[config.mk]
export PLATFORM = sky130hd
export DESIGN_NAME = systolic_input_skewer
export DESIGN_NICKNAME = d
export VERILOG_FILES = /design/src/rtl/systolic_input_skewer.sv
export SDC_FILE = /design/constraint.sdc
export NUM_CORES = 1
export LEC_CHECK = 0
export ABC_AREA = 1
export CORE_UTILIZATION = 45
export DETAILED_ROUTE_END_ITERATION = 16
export PLACE_DENSITY = 0.71
export SETUP_SLACK_MARGIN = 0.4
export SLEW_MARGIN = 20
export SYNTH_ARGS = -nofsm -noshare
export SYNTH_HDL_FRONTEND = slang
export SYNTH_SLANG_ARGS = --single-unit
export TNS_END_PERCENT = 20
[constraint.sdc]
create_clock -name clk -period 6.1 [get_ports clk]
set_input_delay 1.22 -clock clk [delete_from_list [all_inputs] [get_ports clk]]
set_output_delay 1.22 -clock clk [all_outputs]
set_load 0.01 [all_outputs]
[src/rtl/systolic_input_skewer.sv]
// Systolic array row feeder: delays lane i of each accepted column by i advances, then drains and pulses done.
// Optional macro SKEW_REVERSE_EN gives lane i N-i stages instead, for row-reversed arrays.
module systolic_input_skewer #(
  parameter int N      = 4,
  parameter int DATA_W = 16
) (
  input  logic                clk,
  input  logic                rst_n,
  input  logic                in_valid,
  output logic                in_ready,
  input  logic                in_last,
  input  logic [N*DATA_W-1:0] in_data,
  input  logic                out_ready,
  output logic [N*DATA_W-1:0] out_data,
  output logic [N-1:0]        out_valid,
  output logic                busy,
  output logic                done,
  output logic [1:0]          state_dbg
);

  localparam int CNT_W = (N > 1) ? $clog2(N) : 1;

  typedef enum logic [1:0] {
    S_IDLE   = 2'd0,
    S_STREAM = 2'd1,
    S_DRAIN  = 2'd2
  } state_t;

  state_t             state_q, state_d;
  logic [CNT_W-1:0]   cnt_q, cnt_d;
  logic               done_q, done_d;
  logic               adv;
  logic               accept;

  // Handshake: a beat transfers on a rising edge where in_valid && in_ready.
  // in_ready already folds in out_ready, so a stalled array never accepts.
  assign adv      = out_ready;
  assign in_ready = out_ready && (state_q != S_DRAIN) && rst_n;
  assign accept   = in_valid && in_ready;

  assign busy      = (state_q != S_IDLE);
  assign done      = done_q;
  assign state_dbg = state_q;

  always_comb begin
    state_d = state_q;
    cnt_d   = cnt_q;
    done_d  = 1'b0;
    case (state_q)
      S_IDLE, S_STREAM: begin
        if (accept) begin
          if (in_last) begin
            if (N > 1) begin
              state_d = S_DRAIN;
              cnt_d   = CNT_W'(N - 1);
            end else begin
              state_d = S_IDLE;
              done_d  = 1'b1;
            end
          end else begin
            state_d = S_STREAM;
          end
        end
      end
      S_DRAIN: begin
        // The last column reaches the deepest lane on the advance that empties the counter.
        if (cnt_q <= CNT_W'(1)) begin
          state_d = S_IDLE;
          cnt_d   = '0;
          done_d  = 1'b1;
        end else begin
          cnt_d = cnt_q - CNT_W'(1);
        end
      end
      default: begin
        state_d = S_IDLE;
        cnt_d   = '0;
      end
    endcase
  end

  always_ff @(posedge clk) begin
    if (!rst_n) begin
      state_q <= S_IDLE;
      cnt_q   <= '0;
      done_q  <= 1'b0;
    end else if (adv) begin
      state_q <= state_d;
      cnt_q   <= cnt_d;
      done_q  <= done_d;
    end
  end

  for (genvar i = 0; i < N; i++) begin : g_lane
`ifdef SKEW_REVERSE_EN
    localparam int DEPTH = N - i;
`else
    localparam int DEPTH = i + 1;
`endif
    logic [DEPTH-1:0]  v_q;
    logic [DATA_W-1:0] d_q [DEPTH];

    always_ff @(posedge clk) begin
      if (!rst_n) begin
        v_q <= '0;
        for (int s = 0; s < DEPTH; s++) d_q[s] <= '0;
      end else if (adv) begin
        v_q[0] <= accept;
        d_q[0] <= accept ? in_data[i*DATA_W +: DATA_W] : '0;
        for (int s = 1; s < DEPTH; s++) begin
          v_q[s] <= v_q[s-1];
          d_q[s] <= d_q[s-1];
        end
      end
    end

    assign out_valid[i]                   = v_q[DEPTH-1];
    assign out_data[i*DATA_W +: DATA_W]   = v_q[DEPTH-1] ? d_q[DEPTH-1] : '0;
  end

endmodule

==> results of run 1 <==
synth_stat cells (all sizes together):
cell type | count | share of area (%)
o22ai | 2 | 0.18
clkbuf | 11 | 0.58
dfxtp | 9 | 2.5
a21oi | 5 | 0.35
o31ai | 1 | 0.11
inv | 235 | 12
nor3 | 2 | 0.14
nand3 | 5 | 0.42
o21ai | 5 | 0.35
nand2 | 73 | 3.8
nor2 | 164 | 10
buf | 16 | 1.6
edfxtp | 160 | 67
kinds of logic after synthesis:
logic type	after synthesis	share of synthesized area, %
compound gates	13	0.9837
buf+inv	262	14.56
flops	169	69.99
simple gates	244	14.46
flip-flops by register name, summed over array words and instances, names as in the netlist:
register and count:
g_lane.d_q 160, state_dbg 2, done 1, g_lane.v_q 4
cnt_q 2
metrics by stage:
| stage | area (um2) | hold slack, ns | power (mW) | util [%] |
|---|---|---|---|---|
| final | 9310 | 0.4806 | 2.616 | 60.79 |
| after global routing | 9310 | 0.5142 | 2.706 | 60.79 |
| after CTS | 9301 | 0.4790 | 2.639 | 60.74 |
| after detailed placement | 8692 | 0.4729 | 1.540 | 56.76 |
| after global placement | 8692 | 0.4631 | 1.535 | 56.76 |
| after floorplan | 7122 | 0.4418 | 1.468 | - |
worst paths after layout:
| path | to | from |
|---|---|---|
| hold / removal | cnt_q[0]$_SDFFE_PN0P_ | cnt_q[0]$_SDFFE_PN0P_ |
| hold reg to reg | cnt_q[0]$_SDFFE_PN0P_ | cnt_q[0]$_SDFFE_PN0P_ |
| setup reg to reg | state_dbg[0]$_SDFFE_PN0P_ | state_dbg[0]$_SDFFE_PN0P_ |
| setup / recovery | in_ready | rst_n |
per-layer routing:
metal	global-route usage [%]	vias up	part of all wire (%)
met5	0	-	0
met4	6.436	0	1.7
met3	5.134	15	6.3
met2	23.08	91	48
met1	19.03	1909	44
li1	-	2275	-
worst reg2reg max path, delay by kind of cell (launching register included):
family,cells,cell delay [ns]
buf+inv,1,0.12
simple gates,6,1.49
flops,1,0.40
power breakdown:
| group | switching, mW | internal, mW | leakage, nW |
|---|---|---|---|
| logic | 0.0810 | 0.0711 | 2.16 |
| clock network | 0.423 | 0.680 | 0.286 |
| registers | 0.0209 | 1.34 | 1.85 |
| total | 0.525 | 2.09 | 4.29 |
layout make-up:
class	instances	area (um2)	share of cell area [%]
Clock inverter	14	180.2	1.935
Sequential cell	169	4985	53.54
Multi-Input combinational cell	257	1131	12.15
Inverter	235	882.1	9.475
Timing Repair Buffer	143	1439	15.45
Clock buffer	18	429.2	4.610
Tap cell	211	264.0	2.836
==> flow_summary.ini, run 1 <==
[timing]
worst_slack_ns = 2.133
hold_viol = 0
post-route-min-period_ns = 3.967
tightest_slew_ns = 1.051
slew_viol_final = 0
setup_tns_ns = 0
relSlewSlack_pct = 29.96
post-route-period-util_pct = 65.03
finalSetupViolCount = 0
fmax_mhz = 252.1
skew_ns = 0.005502
rsz0062_at_grt = false

[drt]
ant_nets = 0
via_per_inst = 4.097
drtIter0Drc = 285
vias = 4290
dr.pass1.iters = 4
wl_per_cell_um = 10.86
totalWireLength_mm = 11.38
drc = 0

[synthesis]
yosys_warnings = 0
synth-seq-cells = 169
syn_nets = 757
syn_avg_cell_area_um2 = 10.35
netlist_instances = 688
ys_types = 18
syn_area_um2 = 7122
synth_seq_area_share_pct = 69.99

[cts]
htreeDepth = 4
clk_pin_slew_worst_paths_ns = 0.06
postCtsHoldBufs = 0
clock-sinks = 169
cts.path.max_buffers = 2
cts_root_buf = clkbuf_16
numCtsBuffers = 17
cts_setup_buffers = 0
clk-insertion-delay-late_ns = 0.41
cts_resized = 0
cts_tree = done

[critical_path]
rr_worst_depth = 7
cp_data_required_time_ns = 4.88
crit_slowest_cell = clkdlybuf4s50_1
critical_path_depth = 4
crit_family = buffers and inverters
criticalPathCategory = in2out
worstPathArrival_ns = 2.75
path_buf_inv = 2
cpPeakStageDelay_ns = 0.76
worstPathMaxFanout = 8
end_kind = output pin
cp_common_cell = clkdlybuf4s50_1
rrSetupSlack_ns = 4.00
crit_chain = clkdlybuf4s50_1 > nand2_4 > a21oi_1 > clkdlybuf4s50_1
start_kind = input pin

[global_route]
grt_pass1_wl_mm = 18.35
grt_pass1_vias = 3823
gr-usage-all-layers_pct = 14.88
grt_max_degree = 102
antenna_found_initial = 0
grt_remaining_overflow = 0

[final_layout]
final_cell_mix = inv_1 (234), edfxtp_1 (160), clkdlybuf4s50_1 (141)
syn2layout_area_growth_pct = 30.73
final_common_cell = inv_1
drive_gt1_share_pct = 8.732
instances_no_fill = 1047
fillers = 1321
antenna_cells = 0
num-nets-final = 892

[floorplanning]
ios = 142
dieArea_um2 = 16330
start_util_pct = 46.50
rows = 45
fp.dieW_um = 127.8
die_h_um = 127.8
fp.coreArea_um2 = 15310

[min_path]
hold_path.class = reg2reg
whs_path_depth = 2

[power_and_ir_drop]
power_density_nw_per_um2 = 280.9
cellLeakagePower_nw = 4.289
max-vdd-ir-drop_v = 0.0001999

[placement]
pre_cts_ws_ns = 1.833
io_buffers = 141
dp_hpwl_mm = 6.900
gp_congestion = 0.7321
dp_cells = 1015

[run]
max_cap_violations = 0

[run_status]
status = completed
(Power assumes the default switching activity.)
==> inputs of run 2 (changes only) <==
Clock period 6.1 ns to 3.89 ns, I/O delays scaled along.
==> flow_summary.ini, run 2 (same netlist as run 1, synthesis figures left out) <==
[timing]
setup_tns_ns = 0
skew_ns = 0.005809
hold_viol = 0
fmax_mhz = 322.4
holdWs_ns = 0.4854
worst_slack_ns = 0.7882
tightest_slew_ns = 1.023
rsz0062_at_grt = false
relSlewSlack_pct = 31.79
finalSetupViolCount = 0
post-route-period-util_pct = 79.74
slew_viol_final = 0
post-route-min-period_ns = 3.102

[final_layout]
drive_gt1_share_pct = 9.654
final_util_pct = 60.96
syn2layout_area_growth_pct = 31.10
reg.largest.list = g_lane.d_q (160), g_lane.v_q (4)
regMostFlops = g_lane.d_q
final_area_um2 = 9336
final_common_cell = inv_1
instances_no_fill = 1050
final_cell_mix = inv_1 (234), edfxtp_1 (160), clkdlybuf4s50_1 (141)
antenna_cells = 0
num-nets-final = 895
largest_reg_flops = 160

[critical_path]
start_kind = input pin
worstPathMaxFanout = 8
criticalPathCategory = in2out
reg2reg_from = state_dbg[1]$_SDFFE_PN0P_
end_kind = output pin
critPathLaunch = rst_n
cp_data_required_time_ns = 3.11
worstPathArrival_ns = 2.32

[power_and_ir_drop]
max-vdd-ir-drop_v = 0.0002645
p_sw_mw = 0.8475
power_frac_clock_pct = 41.7
p_int_mw = 3.223
power_mw = 4.071
switching_share_pct = 20.82
sequentialPowerShare_pct = 52.4
power_density_nw_per_um2 = 436.0
cellLeakagePower_nw = 4.308
combPwrFrac_pct = 5.9

[cts]
clock-sinks = 169
numCtsBuffers = 17
cts.path.max_buffers = 2
clk-insertion-delay-late_ns = 0.41
clk_pin_slew_worst_paths_ns = 0.06
htreeDepth = 4
cts_root_buf = clkbuf_16
cts_setup_buffers = 0
postCtsHoldBufs = 0
cts_tree = done
cts_resized = 0

[drt]
drtIter0Drc = 225
drc = 0
dr.pass1.iters = 6
ant_nets = 0
totalWireLength_mm = 11.55
wl_per_cell_um = 11.00
vias = 4371
via_per_inst = 4.163

[global_route]
grt_remaining_overflow = 0
gr-usage-all-layers_pct = 15.32
antenna_found_initial = 0
grt_pass1_vias = 4184
grt_pass1_wl_mm = 18.99
grt_max_degree = 101

[placement]
gp_congestion = 0.7239
dp_hpwl_mm = 7.202
io_buffers = 141
placed_area_um2 = 8736
pre_cts_ws_ns = 0.7913
dp_cells = 1018

[floorplanning]
rows = 45
fp.coreArea_um2 = 15310
dieArea_um2 = 16330
ios = 142
die_h_um = 127.8
start_util_pct = 46.50
fp.dieW_um = 127.8

[run]
max_cap_violations = 0

[min_path]
hold_path.class = reg2reg
worstHoldStart = cnt_q[0]$_SDFFE_PN0P_

[run_status]
status = completed
[run 2: path summary, 6_finish.rpt]
kind	end	cells after the start	slack, ns
worst min register to register	cnt_q[0]$_SDFFE_PN0P_	2	0.49
worst max-delay path	in_ready	4	0.79
worst max register to register	g_lane[1].d_q[0][15]$_SDFFCE_PN0P_	4	2.28
worst min-delay path	cnt_q[0]$_SDFFE_PN0P_	2	0.49
[run 2: cell type report]
cell class                      instances  area [um2]
Multi-Input combinational cell        257        1131
Fill cell                            1286        5978
Sequential cell                       169        4985
Clock buffer                           17       425.4
Inverter                              235       882.1
Timing Repair Buffer                  146        1474
Clock inverter                         15       175.2
Tap cell                              211       264.0
[run 2: layer usage]
layer  wire length [um]  track usage (%)
met5                  0                0
met4                315            7.820
met3                621            4.841
met2               5823            26.37
met1               4790            17.10
[run 2: power by group through the flow]
stage	registers [mW]	clock network, mW	logic [mW]
2_1_floorplan	2.17	0	0.129
4_1_cts	2.14	1.74	0.245
3_3_place_gp	2.17	0	0.239
3_5_place_dp	2.17	0	0.243
6_report	2.13	1.70	0.240
5_1_grt	2.14	1.80	0.270
[run 2: critical path, stage by stage]
cell and delay, ns:
clkdlybuf4s50_1 0.78, nand2_4 0.09, a21oi_1 0.12, clkdlybuf4s50_1 0.55
